File: src/rtl/kahve_pkg.sv
// kahve_pkg: definitions shared by the grinder and brew stages.
//   durum_t   - brew FSM state encoding (2 bits)
//   TANECIK_W - width of a grinder ground count
//   HAZNE_W   - width of the hopper level
//   FINCAN_W  - width of the cup count
package kahve_pkg;

  localparam int TANECIK_W = 5;
  localparam int HAZNE_W   = 7;
  localparam int FINCAN_W  = 4;

  typedef enum logic [1:0] {
    BOSTA  = 2'd0,
    ISIT   = 2'd1,
    DEMLE  = 2'd2,
    BOSALT = 2'd3
  } durum_t;

endpackage

File: src/rtl/tanecik_haznesi.sv
// tanecik_haznesi: saturating grounds hopper.
//   saat    in  clock, rising edge
//   reset   in  synchronous, active-high; empties the hopper
//   add_en  in  add the 'add' amount this cycle
//   add     in  grounds to add (0..31)
//   clr     in  empty the hopper; a same-cycle add lands in the emptied hopper
//   level   out registered hopper content
//   full    out registered, level == KAPASITE
module tanecik_haznesi
  import kahve_pkg::*;
#(
  parameter int KAPASITE = 100
) (
  input  logic                 saat,
  input  logic                 reset,
  input  logic                 add_en,
  input  logic [TANECIK_W-1:0] add,
  input  logic                 clr,
  output logic [HAZNE_W-1:0]   level,
  output logic                 full
);

  localparam logic [7:0]         KAP_8 = 8'(KAPASITE);
  localparam logic [HAZNE_W-1:0] KAP_7 = HAZNE_W'(KAPASITE);

  logic [HAZNE_W-1:0] base;
  logic [7:0]         sum;
  logic [HAZNE_W-1:0] level_next;

  // Clear is applied first, then any same-cycle add on top of the cleared value.
  always_comb begin
    base       = clr ? '0 : level;
    sum        = {1'b0, base} + {3'b000, add};
    level_next = base;
    if (add_en) begin
      level_next = (sum > KAP_8) ? KAP_7 : sum[HAZNE_W-1:0];
    end
  end

  always_ff @(posedge saat) begin
    if (reset) begin
      level <= '0;
      full  <= 1'b0;
    end else begin
      level <= level_next;
      full  <= (level_next == KAP_7);
    end
  end

endmodule

File: src/rtl/demleyici.sv
// demleyici: brew stage downstream of the grinder.
//   saat             in  clock, rising edge
//   reset            in  synchronous, active-high
//   tanecik_gecerli  in  grinder done pulse
//   tanecikler       in  ground count from grinder
//   demle            in  brew request, level sampled
//   mesgul           out FSM not idle
//   hazir            out one-cycle pulse while dispensing
//   fincan           out cups of the last completed batch
//   hata             out one-cycle pulse: request rejected, too few grounds
//   birikmis         out current hopper content
//   dolu             out hopper at capacity
module demleyici
  import kahve_pkg::*;
#(
  parameter int KAPASITE      = 100,
  parameter int MIN_TANECIK   = 8,
  parameter int ISITMA_SURESI = 4,
  parameter int FINCAN_LOG2   = 3
) (
  input  logic                 saat,
  input  logic                 reset,
  input  logic                 tanecik_gecerli,
  input  logic [TANECIK_W-1:0] tanecikler,
  input  logic                 demle,
  output logic                 mesgul,
  output logic                 hazir,
  output logic [FINCAN_W-1:0]  fincan,
  output logic                 hata,
  output logic [HAZNE_W-1:0]   birikmis,
  output logic                 dolu
);

  localparam logic [HAZNE_W-1:0] MIN_7     = HAZNE_W'(MIN_TANECIK);
  localparam logic [HAZNE_W-1:0] ISIT_LOAD = HAZNE_W'(ISITMA_SURESI - 1);

  durum_t             state, state_next;
  logic [HAZNE_W-1:0] cnt, cnt_next;
  logic [HAZNE_W-1:0] snap, snap_next;
  logic [FINCAN_W-1:0] fincan_next;
  logic               hata_next;
  logic               accept;

  tanecik_haznesi #(
    .KAPASITE (KAPASITE)
  ) u_hazne (
    .saat   (saat),
    .reset  (reset),
    .add_en (tanecik_gecerli),
    .add    (tanecikler),
    .clr    (accept),
    .level  (birikmis),
    .full   (dolu)
  );

  // One down-counter serves both timed phases: it is loaded with the heat
  // length on accept and reloaded with the snapshot when heating ends.
  always_comb begin
    state_next = state;
    cnt_next   = cnt;
    snap_next  = snap;
    hata_next  = 1'b0;
    accept     = 1'b0;
    case (state)
      BOSTA: begin
        if (demle) begin
          if (birikmis >= MIN_7) begin
            accept     = 1'b1;
            state_next = ISIT;
            cnt_next   = ISIT_LOAD;
            snap_next  = birikmis;
          end else begin
            hata_next = 1'b1;
          end
        end
      end
      ISIT: begin
        if (cnt == '0) begin
          state_next = DEMLE;
          cnt_next   = snap - 1'b1;
        end else begin
          cnt_next = cnt - 1'b1;
        end
      end
      DEMLE: begin
        if (cnt == '0) begin
          state_next = BOSALT;
        end else begin
          cnt_next = cnt - 1'b1;
        end
      end
      BOSALT: begin
        state_next = BOSTA;
      end
      default: begin
        state_next = BOSTA;
      end
    endcase
  end

  // Cup count is captured as the FSM enters the dispense cycle so it appears
  // together with hazir and is held until the next batch dispenses.
  always_comb begin
    fincan_next = fincan;
    if (state_next == BOSALT && state != BOSALT) begin
      fincan_next = FINCAN_W'(snap >> FINCAN_LOG2);
    end
  end

  always_ff @(posedge saat) begin
    if (reset) begin
      state <= BOSTA;
      cnt   <= '0;
      snap  <= '0;
    end else begin
      state <= state_next;
      cnt   <= cnt_next;
      snap  <= snap_next;
    end
  end

  // Outputs are registered from the next-state values so they line up with
  // the state they describe.
  always_ff @(posedge saat) begin
    if (reset) begin
      mesgul <= 1'b0;
      hazir  <= 1'b0;
      fincan <= '0;
      hata   <= 1'b0;
    end else begin
      mesgul <= (state_next != BOSTA);
      hazir  <= (state_next == BOSALT);
      fincan <= fincan_next;
      hata   <= hata_next;
    end
  end

endmodule

File: config.mk
export PLATFORM = sky130hd
export DESIGN_NAME = demleyici
export DESIGN_NICKNAME = d
export VERILOG_FILES = /design/src/rtl/kahve_pkg.sv /design/src/rtl/tanecik_haznesi.sv /design/src/rtl/demleyici.sv
export SDC_FILE = /design/constraint.sdc
export NUM_CORES = 1
export LEC_CHECK = 0
export BUFFER_PORTS_ARGS = -buffer_cell sky130_fd_sc_hd__buf_2
export CORE_MARGIN = 3
export CORE_UTILIZATION = 57
export DETAILED_ROUTE_END_ITERATION = 12
export PLACE_DENSITY_LB_ADDON = 0.12
export SLEW_MARGIN = 20
export SYNTH_ARGS = -nofsm -noshare
export SYNTH_HDL_FRONTEND = slang
export SYNTH_SLANG_ARGS = --single-unit
File: constraint.sdc
create_clock -name saat -period 3.35 [get_ports saat]
set_input_delay 0.67 -clock saat [delete_from_list [all_inputs] [get_ports saat]]
set_output_delay 0.67 -clock saat [all_outputs]
set_load 0.005 [all_outputs]
-- Word-level counts from Yosys, hierarchy flattened
Index checks and enable logic that the tools add are counted.
- input port bits: 9
- output and inout bits: 15
- logic and storage cells: 50
- flip-flop bits (word level): 31
- $lt $le $gt $ge: 2
- equality and inequality tests: 9
- mux-type cells: 17
- bitwise gates (word level): 2
- $add $sub $neg: 3
- reduce and logical (&&, ||, !) cells: 8
- operators with widths (operator ; number):
    $mux 7 ; 7
    $pmux 7 s3 ; 1
    $sub 7x1->7 const B ; 2
    $add 7x5->8 ; 1
    $gt 8x7->1 const B ; 1
    $mux 2 ; 4
    $ne 2x2->1 const B ; 4
    $pmux 2 s4 ; 1
    $eq 7x7->1 const B ; 1
    $ge 7x4->1 const B ; 1
    $logic_not 7->1 ; 1
    $eq 2x2->1 const B ; 3
    $mux 1 ; 4
    $reduce_and 4->1 ; 1
    $reduce_and 3->1 ; 1
    $reduce_bool 3->1 ; 1
    $reduce_or 3->1 ; 1
    $eq 2x1->1 const B ; 1
    $logic_not 2->1 ; 1
    $not 1->1 ; 2
    $reduce_bool 2->1 ; 1
    $logic_and 1x1->1 ; 1

-- Longest topological paths before layout
Gate-level depths: netlist (run 1).
- word-level depth: 10
- depth in mapped cells: 13
- depth with buffers taken out: 13

-- Modules after synthesis
From an unflattened synthesis (run 1), not the netlist that was laid out.
- cells, all modules: 236
- area total of the unflattened synthesis: 2018.2 sq um
- modules (own cells, without submodules) (module ; cells each ; area each (sq um) ; seq. area each (sq um) ; instances):
    demleyici ; 154 ; 1348.8 ; 460.4 ; 1
    tanecik_haznesi ; 82 ; 669.4 ; 160.2 ; 1

-- Least setup slack after synthesis (run 1)
Ideal clock, no wire load.
- path kind: register to register
- start: reg u_hazne.level[6]
- end: reg u_hazne.level[2]
- setup time: 120 ps
- path slack: 265 ps
- arrival time: 2965 ps
- path buffers: 0
- clock period less this slack: 3085 ps
- data required time: 3230 ps
- stages on the path, launching flop included: 13
- path through: dfxtp_1 > or4_1 > nand3_1 > and2_1 > ha_1 > inv_1 > fa_1 > nor2b_1 > o211ai_1 > a21boi_0 > mux2i_1 > nor2_1 > o31a_1
- word-level cells in the longest chain between the ends: 9
- RTL lines (item ; RTL line ; RTL):
    start: declaration ; tanecik_haznesi.sv:19 ; output logic [HAZNE_W-1:0] level,
    start signal: assignment ; tanecik_haznesi.sv:45 ; level <= level_next;
    $ge 7x4->1 ; demleyici.sv:67 ; if (birikmis >= MIN_7) begin
    $mux 1 ; demleyici.sv:67 ;
    $mux 1 ; demleyici.sv:66 ; if (demle) begin
    $mux 1 ; demleyici.sv:64 ; case (state)
    $mux 7 * ; tanecik_haznesi.sv:32 ; base = clr ? '0 : level;
    $add 7x5->8 ; tanecik_haznesi.sv:33 ; sum = {1'b0, base} + {3'b000, add};
    $gt 8x7->1 ; tanecik_haznesi.sv:36 ; level_next = (sum > KAP_8) ? KAP_7 : sum[HAZNE_W-1:0];
    $mux 7 ; tanecik_haznesi.sv:36 ;
    $mux 7 * ; tanecik_haznesi.sv:35 ; if (add_en) begin
Mark *: on every way between the ends. The rest lies on a longest branch, timed or not.
A chain may end at the register's enable or synchronous reset.

-- Worst setup path after layout (run 1)
- start: reg u_hazne.level[3]
- end: reg u_hazne.level[2]
The elaborated chain is that of the path after synthesis.

==> results of run 1 <==
## power by group
part | internal, mW | switching [mW] | leakage (nW)
Clock | 0.157 | 0.136 | 0.0452
Combinational | 0.399 | 0.537 | 0.635
Sequential | 0.441 | 0.0746 | 0.253
Total | 0.997 | 0.748 | 0.933
## flip-flops by register name (all words and copies together) (netlist names)
| signal | count |
|---|---|
| cnt | 7 |
| snap | 7 |
| u_hazne.level | 7 |
| fincan | 4 |
| state | 2 |
| hata | 1 |
| hazir | 1 |
| mesgul | 1 |
| u_hazne.full | 1 |
## cells in the mapped netlist, types with 4 or more instances
| library cell | n |
|---|---|
| ha_1 | 12 |
| xor2_1 | 5 |
| and2_1 | 5 |
| inv_1 | 11 |
| mux2i_1 | 5 |
| clkbuf_1 | 4 |
| o21ai_0 | 6 |
| a21oi_1 | 16 |
| nand2_1 | 33 |
| xnor2_1 | 6 |
| nor2_1 | 26 |
| nor2b_1 | 5 |
| nor3_1 | 12 |
| dfxtp_1 | 31 |
| nor4_1 | 5 |
| nand2b_1 | 5 |
## worst max-delay path: stages (launching register included)
cell and delay, ns:
dfxtp_1 0.39, or4_1 0.57, nand3_1 0.12, and2_1 0.13, ha_1 0.16, inv_1 0.05, fa_1 0.39, nor2b_1 0.16
o211ai_1 0.09, a21boi_0 0.25, mux2i_1 0.34, nor2_1 0.14, o31a_1 0.30
## cell families after synthesis
logic type	after synthesis	synth area share (%)
compound gates	52	19.43
flops	31	33.00
buf+inv	19	4.391
simple gates	103	26.35
fa+ha+maj	13	9.048
mux	5	2.661
xor+xnor	11	5.123
## final cells by class
| type | instances | area (µm²) | area share [%] |
|---|---|---|---|
| inverters | 11 | 41.29 | 1.933 |
| clock inverters | 3 | 43.79 | 2.050 |
| repair buffers | 29 | 160.2 | 7.499 |
| flip-flops and latches | 31 | 620.6 | 29.06 |
| clock buffers | 5 | 37.54 | 1.757 |
| well taps | 44 | 55.05 | 2.578 |
| multi-input cells | 184 | 1177 | 55.13 |
## worst paths after layout
check | start | end | slack [ns]
min | cnt[6] | cnt[6] | 0.48
max | u_hazne.level[3] | u_hazne.level[2] | 0.16
min reg2reg | cnt[6] | cnt[6] | 0.48
max reg2reg | u_hazne.level[3] | u_hazne.level[2] | 0.16
## through the flow
step	total power [mW]	hold slack [ns]	setup TNS, ns
after floorplan	1.218	0.4453	0
after global placement	1.440	0.4651	0
after detailed placement	1.441	0.4710	0
after CTS	1.735	0.4844	0
after global routing	1.898	0.5125	-0.03391
final	1.745	0.4817	0
## routing by layer
| metal | up-vias | share of wire [%] |
|---|---|---|
| li1 | 883 | - |
| met5 | - | 0 |
| met1 | 780 | 50 |
| met4 | 0 | 0.68 |
| met2 | 51 | 42 |
| met3 | 4 | 7.7 |
==> results.toml, run 1 <==
[clock_network]
number_of_gates_resized_after_cts = 0
clock_tree.htree_level_count = 2
clk_pin_slew_ns = 0.10
ctsLongestPathBuffers = 2
number_of_clock_sinks = 31
cts_tree = "built"
number_of_clock_buffers_inserted_by_tritoncts = 5
cts.root.buffer_cell = "clkbuf_4"
post_cts_buffers = 0
clock_insertion_delay_worst_skew_ns = 0.33
postCtsHoldBufs = 0

[floorplan]
ioPinCount = 24
die_x_um = 63.44
core_area_um2 = 3103
floorplan.rows = 20
initial_utilization_pct = 60.60
die-area_um2 = 4025
die_height_um = 63.44

[detailed_routing]
drcViolationCount = 0
ant_nets = 0
finalWirelength_um = 4268
wire_per_inst_um = 13.90
route.vias.total = 1718
drt_first_iter_violations = 132
drt_pass1_iterations = 4
via_per_inst = 5.596

[sta]
fin_ws_ns = 0.1579
worst_setup_skew_after_layout_ns = 0.01200
final_hold_viol_count = 0
max_slew.worst_pin.slew_ns = 0.5625
final_max_slew_violation_count = 0
min_clock_period_post_route_ns = 3.192
layout_worst_path_cycle_share_pct = 95.29
worst_slew_margin_rel_pct = 62.16
finalSetupViolations = 0
fmaxAchievable_mhz = 313.3

[synth]
postSynthAreaPerCell_um2 = 8.037
ys.warnings.count = 0
syn-cell-area_um2 = 1881
synth_enable_flop_cells = 0
synth_largest_type_area_fraction_pct = 33.00
yosys_most_used_dff = "dfxtp_1"
syn-num-nets = 256
synth.top_cells.by_area = "dfxtp_1 (33%), ha_1 (8.0%), nand2_1 (6.6%)"
ys_ff_latch = 31
syn_inst = 234
netlist-cell-type-count = 47
synthArstFlopShare_pct = 0
sequential_element_share_of_the_synthesized_area_pct = 33.00
netlist.top_cell.by_area = "dfxtp_1"

[finish]
layout.cells.most_common_list = "nand2_1 (33), dfxtp_1 (31), nor2_1 (26)"
drive_gt1_share_pct = 16.73
stdcell_count = 307
final_nets = 284
mostFrequentLayoutCell = "nand2_1"
design_area_final_um2 = 2136
area_growth_syn_to_layout_pct = 13.57
finish.utilization_pct = 68.83
filler_cell_count = 292
num_antenna_cells = 0

[grt]
met3_usage_pct = 6.061
maximum_number_of_pins_on_one_net_before_global_route_repair = 34
grt_overflow = 0
first_global_vias = 1549
grt_first_pass_wirelength_um = 7155
gr-usage-met1_pct = 33.00
use_met2_pct = 31.81
gr-max-usage-layer = "met1"
grt_usage_pct = 22.44
grt_antenna_before_repair = 0

[placement]
number_of_port_buffers = 23
dpl-instance-area_um2 = 2047
dp_slack_ns = 0.2607
placed_cells_incl_taps = 298
hpwl_um = 3243
routabilityCongestion = 0.8811

[critical_path]
timing.setup.critical_path_class = "flip-flop to flip-flop"
setup.worst_path.start_class = "flip-flop"
timing.reg2reg.worst_path_depth = 12
critPathArrivalTime_ns = 3.41
crit_path_end_kind = "flip-flop"
timing.critical_path.fanout_max = 7
worstPathRequired_ns = 3.57

[power_and_ir_drop]
ir_drop_worst_case_vdd_mv = 0.4877
power.static_leakage_nw = 0.9329
cellPowerDensity_nw_per_um2 = 817.0

[hold_path]
hold_path.class = "flip-flop to flip-flop"
worst_hold_path.num_cells = 2

[flow_run]
drv_cap = 0

[outcome]
outcome = "finished, final reports clean"
Power figures use the tool's default switching activity.
==> inputs of run 2 (changes only) <==
--- a/config.mk
+++ b/config.mk
@@ -10,6 +10,7 @@
 export CORE_UTILIZATION = 57
 export DETAILED_ROUTE_END_ITERATION = 12
 export PLACE_DENSITY_LB_ADDON = 0.12
+export RECOVER_POWER = 100
 export SLEW_MARGIN = 20
 export SYNTH_ARGS = -nofsm -noshare
 export SYNTH_HDL_FRONTEND = slang
==> results.toml, run 2 (same netlist as run 1, synthesis figures left out) <==
[critical_path]
crit_path_end_kind = "flip-flop"
worstReg2RegEnd = "u_hazne.level[2]"
timing.critical_path.fanout_max = 7
timing.setup.critical_path_class = "flip-flop to flip-flop"
critPathArrivalTime_ns = 3.42
reg2reg_slack_ns = 0.16
setup.worst_path.start_class = "flip-flop"
timing.reg2reg.worst_path_depth = 12
worstPathRequired_ns = 3.57
critical_path.reg2reg.startpoint = "u_hazne.level[3]"

[clock_network]
postCtsHoldBufs = 0
cts.root.buffer_cell = "clkbuf_4"
number_of_clock_buffers_inserted_by_tritoncts = 5
clock_tree.htree_level_count = 2
number_of_clock_sinks = 31
cts_tree = "built"
clock_insertion_delay_worst_skew_ns = 0.33
post_cts_buffers = 0
clk_pin_slew_ns = 0.10
ctsLongestPathBuffers = 2
number_of_gates_resized_after_cts = 0

[sta]
fmaxAchievable_mhz = 313.0
worst_slew_margin_rel_pct = 59.97
final_hold_viol_count = 0
finalSetupViolations = 0
min_clock_period_post_route_ns = 3.195
final_max_slew_violation_count = 0
worst_setup_skew_after_layout_ns = 0.01277
max_slew.worst_pin.slew_ns = 0.5927
layout_worst_path_cycle_share_pct = 95.37

[grt]
first_global_vias = 1549
met3_usage_pct = 6.061
grt_antenna_before_repair = 0
grt_first_pass_wirelength_um = 7155
gr-max-usage-layer = "met1"
maximum_number_of_pins_on_one_net_before_global_route_repair = 34
grt_usage_pct = 22.44
use_met2_pct = 31.81
gr-usage-met1_pct = 33.00
grt_overflow = 0

[finish]
num_antenna_cells = 0
layout.cells.most_common_list = "nand2_1 (33), dfxtp_1 (31), nor2_1 (26)"
drive_gt1_share_pct = 12.17
finish.utilization_pct = 67.62
mostFrequentLayoutCell = "nand2_1"
largestRegisters = "cnt (7), snap (7), u_hazne.level (7)"
final_nets = 284
filler_cell_count = 299
stdcell_count = 307
area_growth_syn_to_layout_pct = 11.58

[floorplan]
core_area_um2 = 3103
die_x_um = 63.44
die-area_um2 = 4025
initial_utilization_pct = 60.60
ioPinCount = 24
die_height_um = 63.44
floorplan.rows = 20

[power_and_ir_drop]
ir_drop_worst_case_vdd_mv = 0.4845
seqPwrFrac_pct = 30.0
cell_internal_pwr_mw = 0.9703
share_comb_of_total_power_pct = 52.9
cellPowerDensity_nw_per_um2 = 817.0
power_total_mw = 1.714
clk_pwr_share_pct = 17.1
power_switching_share_pct = 43.40
power_switching_mw = 0.7440
power.static_leakage_nw = 0.8853

[placement]
placed_cells_incl_taps = 298
number_of_port_buffers = 23
hpwl_um = 3243
routabilityCongestion = 0.8811

[hold_path]
worst_hold_path.num_cells = 2
hold_path.startpoint = "cnt[6]"
hold_path_end = "cnt[6]"
hold_path.class = "flip-flop to flip-flop"

[detailed_routing]
finalWirelength_um = 4258
wire_per_inst_um = 13.87
drcViolationCount = 0
drt_pass1_iterations = 5
route.vias.total = 1738
ant_nets = 0
via_per_inst = 5.661
drt_first_iter_violations = 130

[flow_run]
drv_cap = 0

[outcome]
outcome = "finished, final reports clean"
[run 2: stage by stage]
stage / setup TNS (ns) / hold WS (ns) / setup WS (ns) / area (µm²)
after floorplan: 0 / 0.4453 / 0.2650 / 1881
after global placement: 0 / 0.4651 / 0.3612 / 2047
after detailed placement: 0 / 0.4710 / 0.2607 / 2047
after CTS: 0 / 0.4844 / 0.2368 / 2128
after global routing: -0.04038 / 0.5125 / -0.04038 / 2098
final: 0 / 0.4815 / 0.1550 / 2098
[run 2: how the worst max path moves through the flow]
stage / start / end / slack (ns) / cells past startpoint
floorplan: u_hazne.level[6] / u_hazne.level[2] / 0.27 / 12
finish: u_hazne.level[3] / u_hazne.level[2] / 0.16 / 12
CTS: u_hazne.level[3] / u_hazne.level[2] / 0.24 / 12
global route: u_hazne.level[3] / u_hazne.level[2] / -0.04 / 12
global placement: u_hazne.level[3] / u_hazne.level[2] / 0.36 / 12
detailed placement: u_hazne.level[3] / u_hazne.level[2] / 0.26 / 12
[run 2: power by group through the flow]
stage / Clock, mW / Combinational [mW] / Sequential [mW]
6_report: 0.293 / 0.907 / 0.514
5_1_grt: 0.317 / 1.02 / 0.524
4_1_cts: 0.297 / 0.925 / 0.513
3_5_place_dp: 0 / 0.919 / 0.522
3_3_place_gp: 0 / 0.921 / 0.519
2_1_floorplan: 0 / 0.708 / 0.510
[run 2: layout make-up]
cell class,count,area [µm²],area share (%)
multi-input combinational,184,1162,55.40
timing repair buffer,29,137.6,6.559
tap,44,55.05,2.624
sequential,31,620.6,29.58
inverter,11,41.29,1.968
clock inverter,3,43.79,2.087
clock buffer,5,37.54,1.789
[run 2: worst max-delay path, stage by stage, from the launching register on]
cell	delay [ns]
dfxtp_1	0.38
or4_1	0.57
nand3_1	0.12
and2_0	0.14
ha_1	0.17
inv_1	0.05
fa_1	0.39
nor2b_1	0.17
o211ai_1	0.09
a21boi_0	0.24
mux2i_1	0.34
nor2_1	0.13
o31a_1	0.30
[run 2: per-layer routing]
metal / vias up / wire (µm)
li1: 888 / -
met3: 4 / 301
met5: - / 0
met1: 794 / 2145
met4: 0 / 29
met2: 52 / 1781
